<file path="src/rtl/r2mdc_delay_commutator_pkg.sv">
// Shared FFT definitions: Q7.8 sample format, complex word, commutator states.
// No logic; constants and types only.
// Imported by every file of the commutator.
package r2mdc_delay_commutator_pkg;

    localparam int SAMPLE_W  = 16;
    localparam int FRAC_BITS = 8;

    typedef struct packed {
        logic signed [SAMPLE_W-1:0] re;
        logic signed [SAMPLE_W-1:0] im;
    } cplx_t;

    typedef enum logic [1:0] {
        FILL  = 2'd0,
        RUN   = 2'd1,
        DRAIN = 2'd2
    } state_t;

endpackage

</file>
<file path="src/rtl/r2mdc_delay_commutator_if.sv">
// Bundle of the commutator's input stream, output pair stream and status.
// master = upstream/downstream environment, slave = the commutator itself.
// Input is valid/ready; the output side has no backpressure.
interface r2mdc_delay_commutator_if
    import r2mdc_delay_commutator_pkg::*;
#(
    parameter int TW_AW = 8
);
    logic                       in_valid;
    logic                       in_ready;
    logic                       in_last;
    logic signed [SAMPLE_W-1:0] in0_re;
    logic signed [SAMPLE_W-1:0] in0_im;
    logic signed [SAMPLE_W-1:0] in1_re;
    logic signed [SAMPLE_W-1:0] in1_im;
    logic                       out_valid;
    logic                       out_last;
    logic signed [SAMPLE_W-1:0] a_re;
    logic signed [SAMPLE_W-1:0] a_im;
    logic signed [SAMPLE_W-1:0] b_re;
    logic signed [SAMPLE_W-1:0] b_im;
    logic [TW_AW-1:0]           tw_idx;
    logic                       err_len;

    modport master (
        output in_valid, in_last, in0_re, in0_im, in1_re, in1_im,
        input  in_ready, out_valid, out_last, a_re, a_im, b_re, b_im, tw_idx, err_len
    );

    modport slave (
        input  in_valid, in_last, in0_re, in0_im, in1_re, in1_im,
        output in_ready, out_valid, out_last, a_re, a_im, b_re, b_im, tw_idx, err_len
    );
endinterface

</file>
<file path="src/rtl/r2mdc_delay_commutator_cplx_delay_line.sv">
// DEPTH-stage shift register of complex words, advancing only when en is high.
// Latency: DEPTH enabled cycles from din to dout.
// No flow control of its own; the caller freezes it by holding en low.
module r2mdc_delay_commutator_cplx_delay_line
    import r2mdc_delay_commutator_pkg::*;
#(
    parameter int DEPTH = 4
) (
    input  logic  clk,
    input  logic  rst_n,
    input  logic  en,
    input  cplx_t din,
    output cplx_t dout
);

    cplx_t taps [DEPTH];

    // Shift one position per enabled cycle; cleared on reset.
    always_ff @(posedge clk or negedge rst_n) begin
        if (!rst_n) begin
            for (int i = 0; i < DEPTH; i++) taps[i] <= '0;
        end else if (en) begin
            taps[0] <= din;
            for (int i = 1; i < DEPTH; i++) taps[i] <= taps[i-1];
        end
    end

    assign dout = taps[DEPTH-1];

endmodule

</file>
<file path="src/rtl/r2mdc_delay_commutator.sv">
// R2MDC inter-stage delay/commutator: pairs samples DELAY apart and emits twiddle index.
// Latency: pair appears one cycle after the step that completes it (registered outputs).
// in_ready drops for exactly DELAY drain cycles after in_last; outputs are never stalled.
module r2mdc_delay_commutator
    import r2mdc_delay_commutator_pkg::*;
#(
    parameter int DELAY     = 4,
    parameter int TW_STRIDE = 1,
    parameter int TW_AW     = 8
) (
    input logic                     clk,
    input logic                     rst_n,
    r2mdc_delay_commutator_if.slave bus
);

    // k spans one 2*DELAY block, so its top bit tells which half of the block we are in.
    localparam int            CW     = $clog2(DELAY) + 1;
    localparam logic [CW-1:0] K_LAST = CW'(2 * DELAY - 1);
    localparam logic [CW-1:0] D_LAST = CW'(DELAY - 1);
    localparam logic [CW-1:0] K_MASK = CW'(DELAY - 1);

    state_t           state, state_nxt;
    logic [CW-1:0]    k;
    logic [CW-1:0]    dcnt;
    logic             ready, draining, primed;
    logic             accept, step, drain_done, sel;
    cplx_t            u_in, l_in, l_dly, u_sel, b_sel, a_dly;
    cplx_t            a_q, b_q;
    logic             out_valid_q, out_last_q, err_q;
    logic [TW_AW-1:0] tw_q, tw_next;

    assign accept     = bus.in_valid & ready;
    assign step       = accept | draining;
    assign drain_done = draining & (dcnt == D_LAST);
    assign sel        = k[CW-1];
    assign tw_next    = TW_AW'(k & K_MASK) * TW_AW'(TW_STRIDE);

    // Drain flushes the lines with zeros; otherwise take the upstream pair.
    always_comb begin
        u_in = '0;
        l_in = '0;
        if (!draining) begin
            u_in.re = bus.in0_re;
            u_in.im = bus.in0_im;
            l_in.re = bus.in1_re;
            l_in.im = bus.in1_im;
        end
    end

    // Commutator switch: first half of a block sends u up and delayed l down, second half swaps.
    always_comb begin
        u_sel = sel ? l_dly : u_in;
        b_sel = sel ? u_in  : l_dly;
    end

    r2mdc_delay_commutator_cplx_delay_line #(.DEPTH(DELAY)) u_lower_dly (
        .clk  (clk),
        .rst_n(rst_n),
        .en   (step),
        .din  (l_in),
        .dout (l_dly)
    );

    r2mdc_delay_commutator_cplx_delay_line #(.DEPTH(DELAY)) u_upper_dly (
        .clk  (clk),
        .rst_n(rst_n),
        .en   (step),
        .din  (u_sel),
        .dout (a_dly)
    );

    // State register.
    always_ff @(posedge clk or negedge rst_n) begin
        if (!rst_n) state <= FILL;
        else        state <= state_nxt;
    end

    // Next state: prime after DELAY accepts, drain on in_last (even a misplaced one).
    always_comb begin
        state_nxt = state;
        case (state)
            FILL: begin
                if (accept && bus.in_last)    state_nxt = DRAIN;
                else if (accept && k == D_LAST) state_nxt = RUN;
            end
            RUN: begin
                if (accept && bus.in_last) state_nxt = DRAIN;
            end
            DRAIN: begin
                if (dcnt == D_LAST) state_nxt = FILL;
            end
            default: state_nxt = FILL;
        endcase
    end

    // State-decoded controls.
    always_comb begin
        ready    = (state != DRAIN);
        draining = (state == DRAIN);
        primed   = (state == RUN);
    end

    // Block position and drain progress; both restart at zero when the drain completes.
    always_ff @(posedge clk or negedge rst_n) begin
        if (!rst_n) begin
            k    <= '0;
            dcnt <= '0;
        end else if (step) begin
            k    <= drain_done ? '0 : k + CW'(1);
            dcnt <= drain_done ? '0 : (draining ? dcnt + CW'(1) : dcnt);
        end
    end

    // Sticky length error: in_last must land on the last slot of a 2*DELAY block.
    always_ff @(posedge clk or negedge rst_n) begin
        if (!rst_n)                                err_q <= 1'b0;
        else if (accept && bus.in_last && k != K_LAST) err_q <= 1'b1;
    end

    // Output pair register; data and index hold between steps, valid/last pulse per step.
    always_ff @(posedge clk or negedge rst_n) begin
        if (!rst_n) begin
            out_valid_q <= 1'b0;
            out_last_q  <= 1'b0;
            a_q         <= '0;
            b_q         <= '0;
            tw_q        <= '0;
        end else begin
            out_valid_q <= step & (primed | draining);
            out_last_q  <= drain_done;
            if (step) begin
                a_q  <= a_dly;
                b_q  <= b_sel;
                tw_q <= tw_next;
            end
        end
    end

    assign bus.in_ready  = ready;
    assign bus.out_valid = out_valid_q;
    assign bus.out_last  = out_last_q;
    assign bus.a_re      = a_q.re;
    assign bus.a_im      = a_q.im;
    assign bus.b_re      = b_q.re;
    assign bus.b_im      = b_q.im;
    assign bus.tw_idx    = tw_q;
    assign bus.err_len   = err_q;

endmodule

</file>
<file path="src/flat_wrapper.sv">
// flat-port wrapper written by rule: the top's interface ports become plain ports
module r2mdc_delay_commutator_flat import r2mdc_delay_commutator_pkg::*;
#(
    parameter int DELAY     = 4,
    parameter int TW_STRIDE = 1,
    parameter int TW_AW     = 8
)
  (clk, rst_n, bus_in_valid, bus_in_last, bus_in0_re, bus_in0_im, bus_in1_re, bus_in1_im, bus_in_ready, bus_out_valid, bus_out_last, bus_a_re, bus_a_im, bus_b_re, bus_b_im, bus_tw_idx, bus_err_len);
  r2mdc_delay_commutator_if #(.TW_AW(TW_AW)) bus_i ();
  input logic clk;
  input logic rst_n;
  input wire logic [$bits(bus_i.in_valid)-1:0] bus_in_valid;
  input wire logic [$bits(bus_i.in_last)-1:0] bus_in_last;
  input wire logic [$bits(bus_i.in0_re)-1:0] bus_in0_re;
  input wire logic [$bits(bus_i.in0_im)-1:0] bus_in0_im;
  input wire logic [$bits(bus_i.in1_re)-1:0] bus_in1_re;
  input wire logic [$bits(bus_i.in1_im)-1:0] bus_in1_im;
  output wire logic [$bits(bus_i.in_ready)-1:0] bus_in_ready;
  output wire logic [$bits(bus_i.out_valid)-1:0] bus_out_valid;
  output wire logic [$bits(bus_i.out_last)-1:0] bus_out_last;
  output wire logic [$bits(bus_i.a_re)-1:0] bus_a_re;
  output wire logic [$bits(bus_i.a_im)-1:0] bus_a_im;
  output wire logic [$bits(bus_i.b_re)-1:0] bus_b_re;
  output wire logic [$bits(bus_i.b_im)-1:0] bus_b_im;
  output wire logic [$bits(bus_i.tw_idx)-1:0] bus_tw_idx;
  output wire logic [$bits(bus_i.err_len)-1:0] bus_err_len;
  assign bus_i.in_valid = bus_in_valid;
  assign bus_i.in_last = bus_in_last;
  assign bus_i.in0_re = bus_in0_re;
  assign bus_i.in0_im = bus_in0_im;
  assign bus_i.in1_re = bus_in1_re;
  assign bus_i.in1_im = bus_in1_im;
  assign bus_in_ready = bus_i.in_ready;
  assign bus_out_valid = bus_i.out_valid;
  assign bus_out_last = bus_i.out_last;
  assign bus_a_re = bus_i.a_re;
  assign bus_a_im = bus_i.a_im;
  assign bus_b_re = bus_i.b_re;
  assign bus_b_im = bus_i.b_im;
  assign bus_tw_idx = bus_i.tw_idx;
  assign bus_err_len = bus_i.err_len;
  r2mdc_delay_commutator #(.DELAY(DELAY), .TW_STRIDE(TW_STRIDE), .TW_AW(TW_AW)) u_core (.clk(clk), .rst_n(rst_n), .bus(bus_i));
endmodule
</file>
<file path="config.mk">
export PLATFORM = sky130hd
export DESIGN_NAME = r2mdc_delay_commutator_flat
export DESIGN_NICKNAME = d
export VERILOG_FILES = /design/src/rtl/r2mdc_delay_commutator_pkg.sv /design/src/rtl/r2mdc_delay_commutator_if.sv /design/src/rtl/r2mdc_delay_commutator_cplx_delay_line.sv /design/src/rtl/r2mdc_delay_commutator.sv /design/src/flat_wrapper.sv
export SDC_FILE = /design/constraint.sdc
export NUM_CORES = 1
export LEC_CHECK = 0
export CAP_MARGIN = 20
export CORE_ASPECT_RATIO = 2
export CORE_MARGIN = 4
export CORE_UTILIZATION = 45
export CTS_CLUSTER_DIAMETER = 100
export DETAILED_ROUTE_END_ITERATION = 6
export PLACE_DENSITY_LB_ADDON = 0.12
export SYNTH_ARGS = -nofsm -noshare
export SYNTH_HDL_FRONTEND = slang
export SYNTH_SLANG_ARGS = --single-unit
</file>
<file path="constraint.sdc">
create_clock -name clk -period 3.93 [get_ports clk]
set_input_delay 0.786 -clock clk [delete_from_list [all_inputs] [get_ports clk]]
set_output_delay 0.786 -clock clk [all_outputs]
set_load 0.03 [all_outputs]
</file>
==> Yosys cells after proc, flatten, opt, wreduce, memory -nomap -nowiden <==
Cells that the tools add are included.
{ "word_totals": {"ff_bits": 333, "inputBits": 68, "wordCells": 62, "output_inout_bits": 76} }
{ "op_classes": {"bitwise": 5, "muxes": 12, "n_reduce_logical": 7, "add_sub_neg": 2, "eq_ne": 9} }
{ "ops": {"columns": ["cell", "count"], "rows": [
  ["2-to-1 mux 32 bit", 4],
  ["2-to-1 mux 3 bit", 3],
  ["2-to-1 mux 2 bit", 4],
  ["adder 3 x 1 -> 3 bit (second input constant)", 2],
  ["== test 3 x 2 -> 1 bit (second input constant)", 2],
  ["!= test 2 bit (second input constant)", 3],
  ["case mux 2 bit (3 select lines)", 1],
  ["AND 1 bit", 3],
  ["logical AND 1 bit", 3],
  ["!= test 3 x 1 -> 1 bit (second input constant)", 1],
  ["!= test 3 bit (second input constant)", 1],
  ["AND reduction 3 bit", 1],
  ["== test 2 x 1 -> 1 bit (second input constant)", 1],
  ["== test 2 bit (second input constant)", 1],
  ["zero test 2 bit", 1],
  ["OR 1 bit", 2],
  ["AND reduction 2 bit", 1],
  ["nonzero test 2 bit", 1]
]} }

==> Logic depth before layout (Yosys ltp) <==
{ "depth": {"word_depth": 6, "ltp_mapped": 7, "depth_no_buf": 5} }

==> Hierarchy <==
Synthesis repeated with hierarchy kept, for this count alone.
{ "hier_totals": {"cells_unflattened": 962, "area_unflattened_um2": 14285.0} }
{ "modules_own_cells": {"columns": ["mod", "cells_each", "area_each_um2", "n_inst"], "rows": [
  ["r2mdc_delay_commutator_cplx_delay_line", 302, 5062.4, 2],
  ["r2mdc_delay_commutator", 358, 4160.2, 1]
]} }

==> Worst setup path after synthesis <==
Ideal clock, no wire load.
{ "synth_timing": {"kind": "register to output", "start": "register u_core.state[0]", "end": "output bus_in_ready", "required_ps": 3144, "setup_slack_ps": 1932, "path_stages_with_launch": 6, "arrival_ps": 1212, "path_buffers": 2, "path_cell_list": "dfrtp_1 > inv_1 > ha_1 > buf_2 > buf_2 > inv_1"} }
{ "synth_via": {"elab_chain_cells": 1} }
{ "synth_rtl": {"columns": ["element", "line_no", "source"], "rows": [
  ["from (decl)", "r2mdc_delay_commutator.sv:22", "state_t state, state_nxt;"],
  ["from (signal assigned)", "r2mdc_delay_commutator.sv:75", "else state <= state_nxt;"],
  ["!= test 2 bit", "r2mdc_delay_commutator.sv:98", "ready = (state != DRAIN);"],
  ["to (decl)", "flat_wrapper.sv:18", "output wire logic [$bits(bus_i.in_ready)-1:0] bus_in_ready;"]
]} }
Every way passes these cells.

==> Worst setup path after layout <==
Same ends and word-level chain as after synthesis.

==> impl_metrics.toml <==
[synth]
synth_edf_count = 0
synth_top_area_frac = 0.581
synth.top_cells.by_count = "dfrtp_1, mux2_4, o2bb2ai_1, a2bb2oi_1, mux2_2"
syn_area_per_cell_sq_um = 15.9
synth.distinct_cells = 34
async_flop_share = 1.00
ys.flop_type = "dfrtp_1"
netlist_area_sq_mm = 0.0144
synth.most_common_cell = "dfrtp_1"
synth.area.top_cells = "dfrtp_1, mux2_4, o2bb2ai_1"
yosys_warnings = 0
ys_seq_area_frac = 0.581
postSynthCellCount = 900
ys_ff_latch = 333
synth_area_leader_cell = "dfrtp_1"

[min_path]
worstHoldPathType = "in2async"

[power]
power_density_mw_per_mm2 = 821
seq_power_share = 0.423
netSwitchingPower_w = 0.00435
p_leak_nw = 7.82
peakVddDrop_mv = 0.424
p_clk_frac = 0.209
power.internal_w = 0.00932
switching_share = 0.318
comb_power_share = 0.368

[clock_tree]
htreeDepth = 1
tritoncts = "yes"
cts_buffer_depth = 3
clkTransAtPathRegs_ns = 0.06
ctsHoldBuffers = 0
post_cts_buffers = 0
cts_sinks = 333
root_buffer = "clkbuf_16"
clkLatencyLatePin_ns = 0.54
cts_resized = 0
cts_inserted_buffers = 29

[grt]
grt_pass1_wl_um = 45500
grt_pass1_vias = 7843
grt.overflow.total = 0
antenna_found_initial = 0
grt_start_max_net_pins = 103
grt.total_usage = 0.162

[worst_setup_path]
r2r_cells = 6
cp_cell_sequence = "inv_1 -> ha_4 -> inv_1 -> clkdlybuf4s50_1"
r2r_end = "u_core.state[1]"
end_kind = "primary output"
crit_type = "reg2out"
slowest_stage = "clkdlybuf4s50_1"
start_kind = "register"
worstPathArrival_ns = 2.29
critPathRequiredTime_ns = 3.14
cp_max_fo = 38
rrSetupSlack_ns = 1.36
rr_startpoint = "u_core.state[0]"
crit_start = "u_core.state[0]"
critPathBufInv = 3
cp_slowest_stage_delay_ns = 0.62
crit_family = "buffers and inverters"
endpoint = "bus_in_ready"
path_depth = 4
cp_common_cell = "inv_1"

[placed_design]
dp_hpwl_um = 17500
dp_cells = 1409
port_buffers = 137
gp_congestion = 0.767
detailed_place.area_sq_mm = 0.0157

[drt]
drt_pre_antenna_iters = 4
drc_errors = 0
routedWlPerCell_um = 19.2
drt_iter0_drc = 386
postRouteWirelength_um = 28000
ant_nets = 0
dr_total_vias = 7483
vias_per_cell = 5.13

[timing]
slew_headroom = 0.300
fin_crit_sh = 0.782
min_period_ns = 3.07
setup_tns_ns = 0
fin_hold_ws_ns = 0.250
worstMarginPinSlew_ns = 1.05
slew_violations = 0
finClkSkew_ns = 0.00600
finalHoldViolCount = 0
setup_viol = 0
grt_setup_unrepaired = "false"
fmax_mhz = 326

[final_layout]
layout-drive-gt1-share = 0.281
fin_area_sq_mm = 0.0167
layout.nets = 1092
final_core_util = 0.528
syn2layout_area_growth_pct = 16.0
final_cells = 1458
diodes = 0

[floorplan]
rows = 92
initial_core_util = 0.455
core_area_sq_mm = 0.0315
die_width_um = 134
die_h_um = 261
die_area_sq_mm = 0.0350
io_pins = 144

[run_status]
outcome = "finished, final reports clean"

[flow_run]
cap_violations = 0
how the worst min path moves through the flow:
stage                               to  slack (ns)
floorplan               u_core.dcnt[0]        0.46
finish              u_core.bus.a_re[1]        0.25
detailed placement      u_core.dcnt[1]        0.48
global placement        u_core.dcnt[0]        0.47
global route        u_core.bus.a_re[3]        0.30
CTS                 u_core.bus.a_re[3]        0.28
final cells by class:
type	instances	area [sq um]
multi-input combinational	496	5300
timing repair buffer	151	1530
tap	423	529
sequential	333	8330
clock inverter	8	115
clock buffer	41	821
fill	2688	14900
inverter	6	22.5
stage by stage:
step | setup slack (ns) | power [W]
3_5_place_dp | 1.34 | 0.0110
3_3_place_gp | 1.37 | 0.0108
6_report | 0.858 | 0.0137
2_1_floorplan | 1.93 | 0.00968
4_1_cts | 0.798 | 0.0139
5_1_grt | 0.729 | 0.0145
cell families after synthesis:
logic type               count (synthesis)  synth area share
AO/OA/AOI/OAI                          143            0.0856
XOR/XNOR                                 1          0.000610
adder cells (fa/ha/maj)                  7           0.00610
buffers and inverters                   76            0.0527
flip-flops                             333             0.581
multiplexers                           260             0.251
other                                    1          0.000261
AND/OR/NAND/NOR                         79            0.0233
cell usage in the layout, fill, tap and decap left out, types with 2 or more instances in the layout:
master	synthesis	routed
bufinv_16	0	3
dfrtp_1	333	332
inv_1	4	4
a2bb2oi_1	64	64
mux2i_1	34	34
mux2_2	36	36
o2bb2ai_1	65	65
nor2b_1	3	3
o22ai_1	2	2
clkbuf_8	0	5
o21ai_0	2	2
ha_1	7	6
clkbuf_1	8	7
clkdlybuf4s50_1	0	135
nor2_4	2	3
a21boi_0	2	2
clkbuf_16	0	29
buf_4	14	11
nand2_1	35	35
a21oi_1	2	2
buf_12	21	4
clkinv_2	0	5
mux2_4	190	190
nor2_1	35	34
conb_1	1	6
inv_2	2	2
power by group through the flow:
stage	Clock (W)	Combinational (W)	Sequential, W
floorplan	0	0.00362	0.00606
global placement	0	0.00499	0.00581
detailed placement	0	0.00508	0.00587
CTS	0.00297	0.00510	0.00581
global route	0.00310	0.00538	0.00599
finish	0.00287	0.00503	0.00578
worst register-to-register path: stages, from the launching register on:
cell and delay [ns]:
dfrtp_1 0.41, inv_1 0.13, ha_4 0.45, buf_4 0.78, nor2b_1 0.22, o21a_1 0.15, o311a_1 0.32
registers in the layout, indices dropped and copies added, names as in the netlist:
register	count
u_core.dcnt	3
u_core.u_upper_dly.dout	32
u_core.bus.a_im	16
u_core.u_lower_dly.taps	96
u_core.bus.a_re	16
u_core.state	2
u_core.k	3
u_core.u_lower_dly.dout	32
u_core.bus.tw_idx	2
u_core.bus.out_valid	1
u_core.bus.b_re	16
u_core.bus.b_im	16
u_core.u_upper_dly.taps	96
u_core.bus.err_len	1
u_core.bus.out_last	1
layer usage:
layer	vias up	track usage	wire [um]
li1	3487	-	-
met2	140	0.273	13800
met5	-	0	0
met3	37	0.0243	1120
met1	3819	0.220	12500
met4	0	0.0445	600
Note: power is estimated with default switching activity, not from simulation.
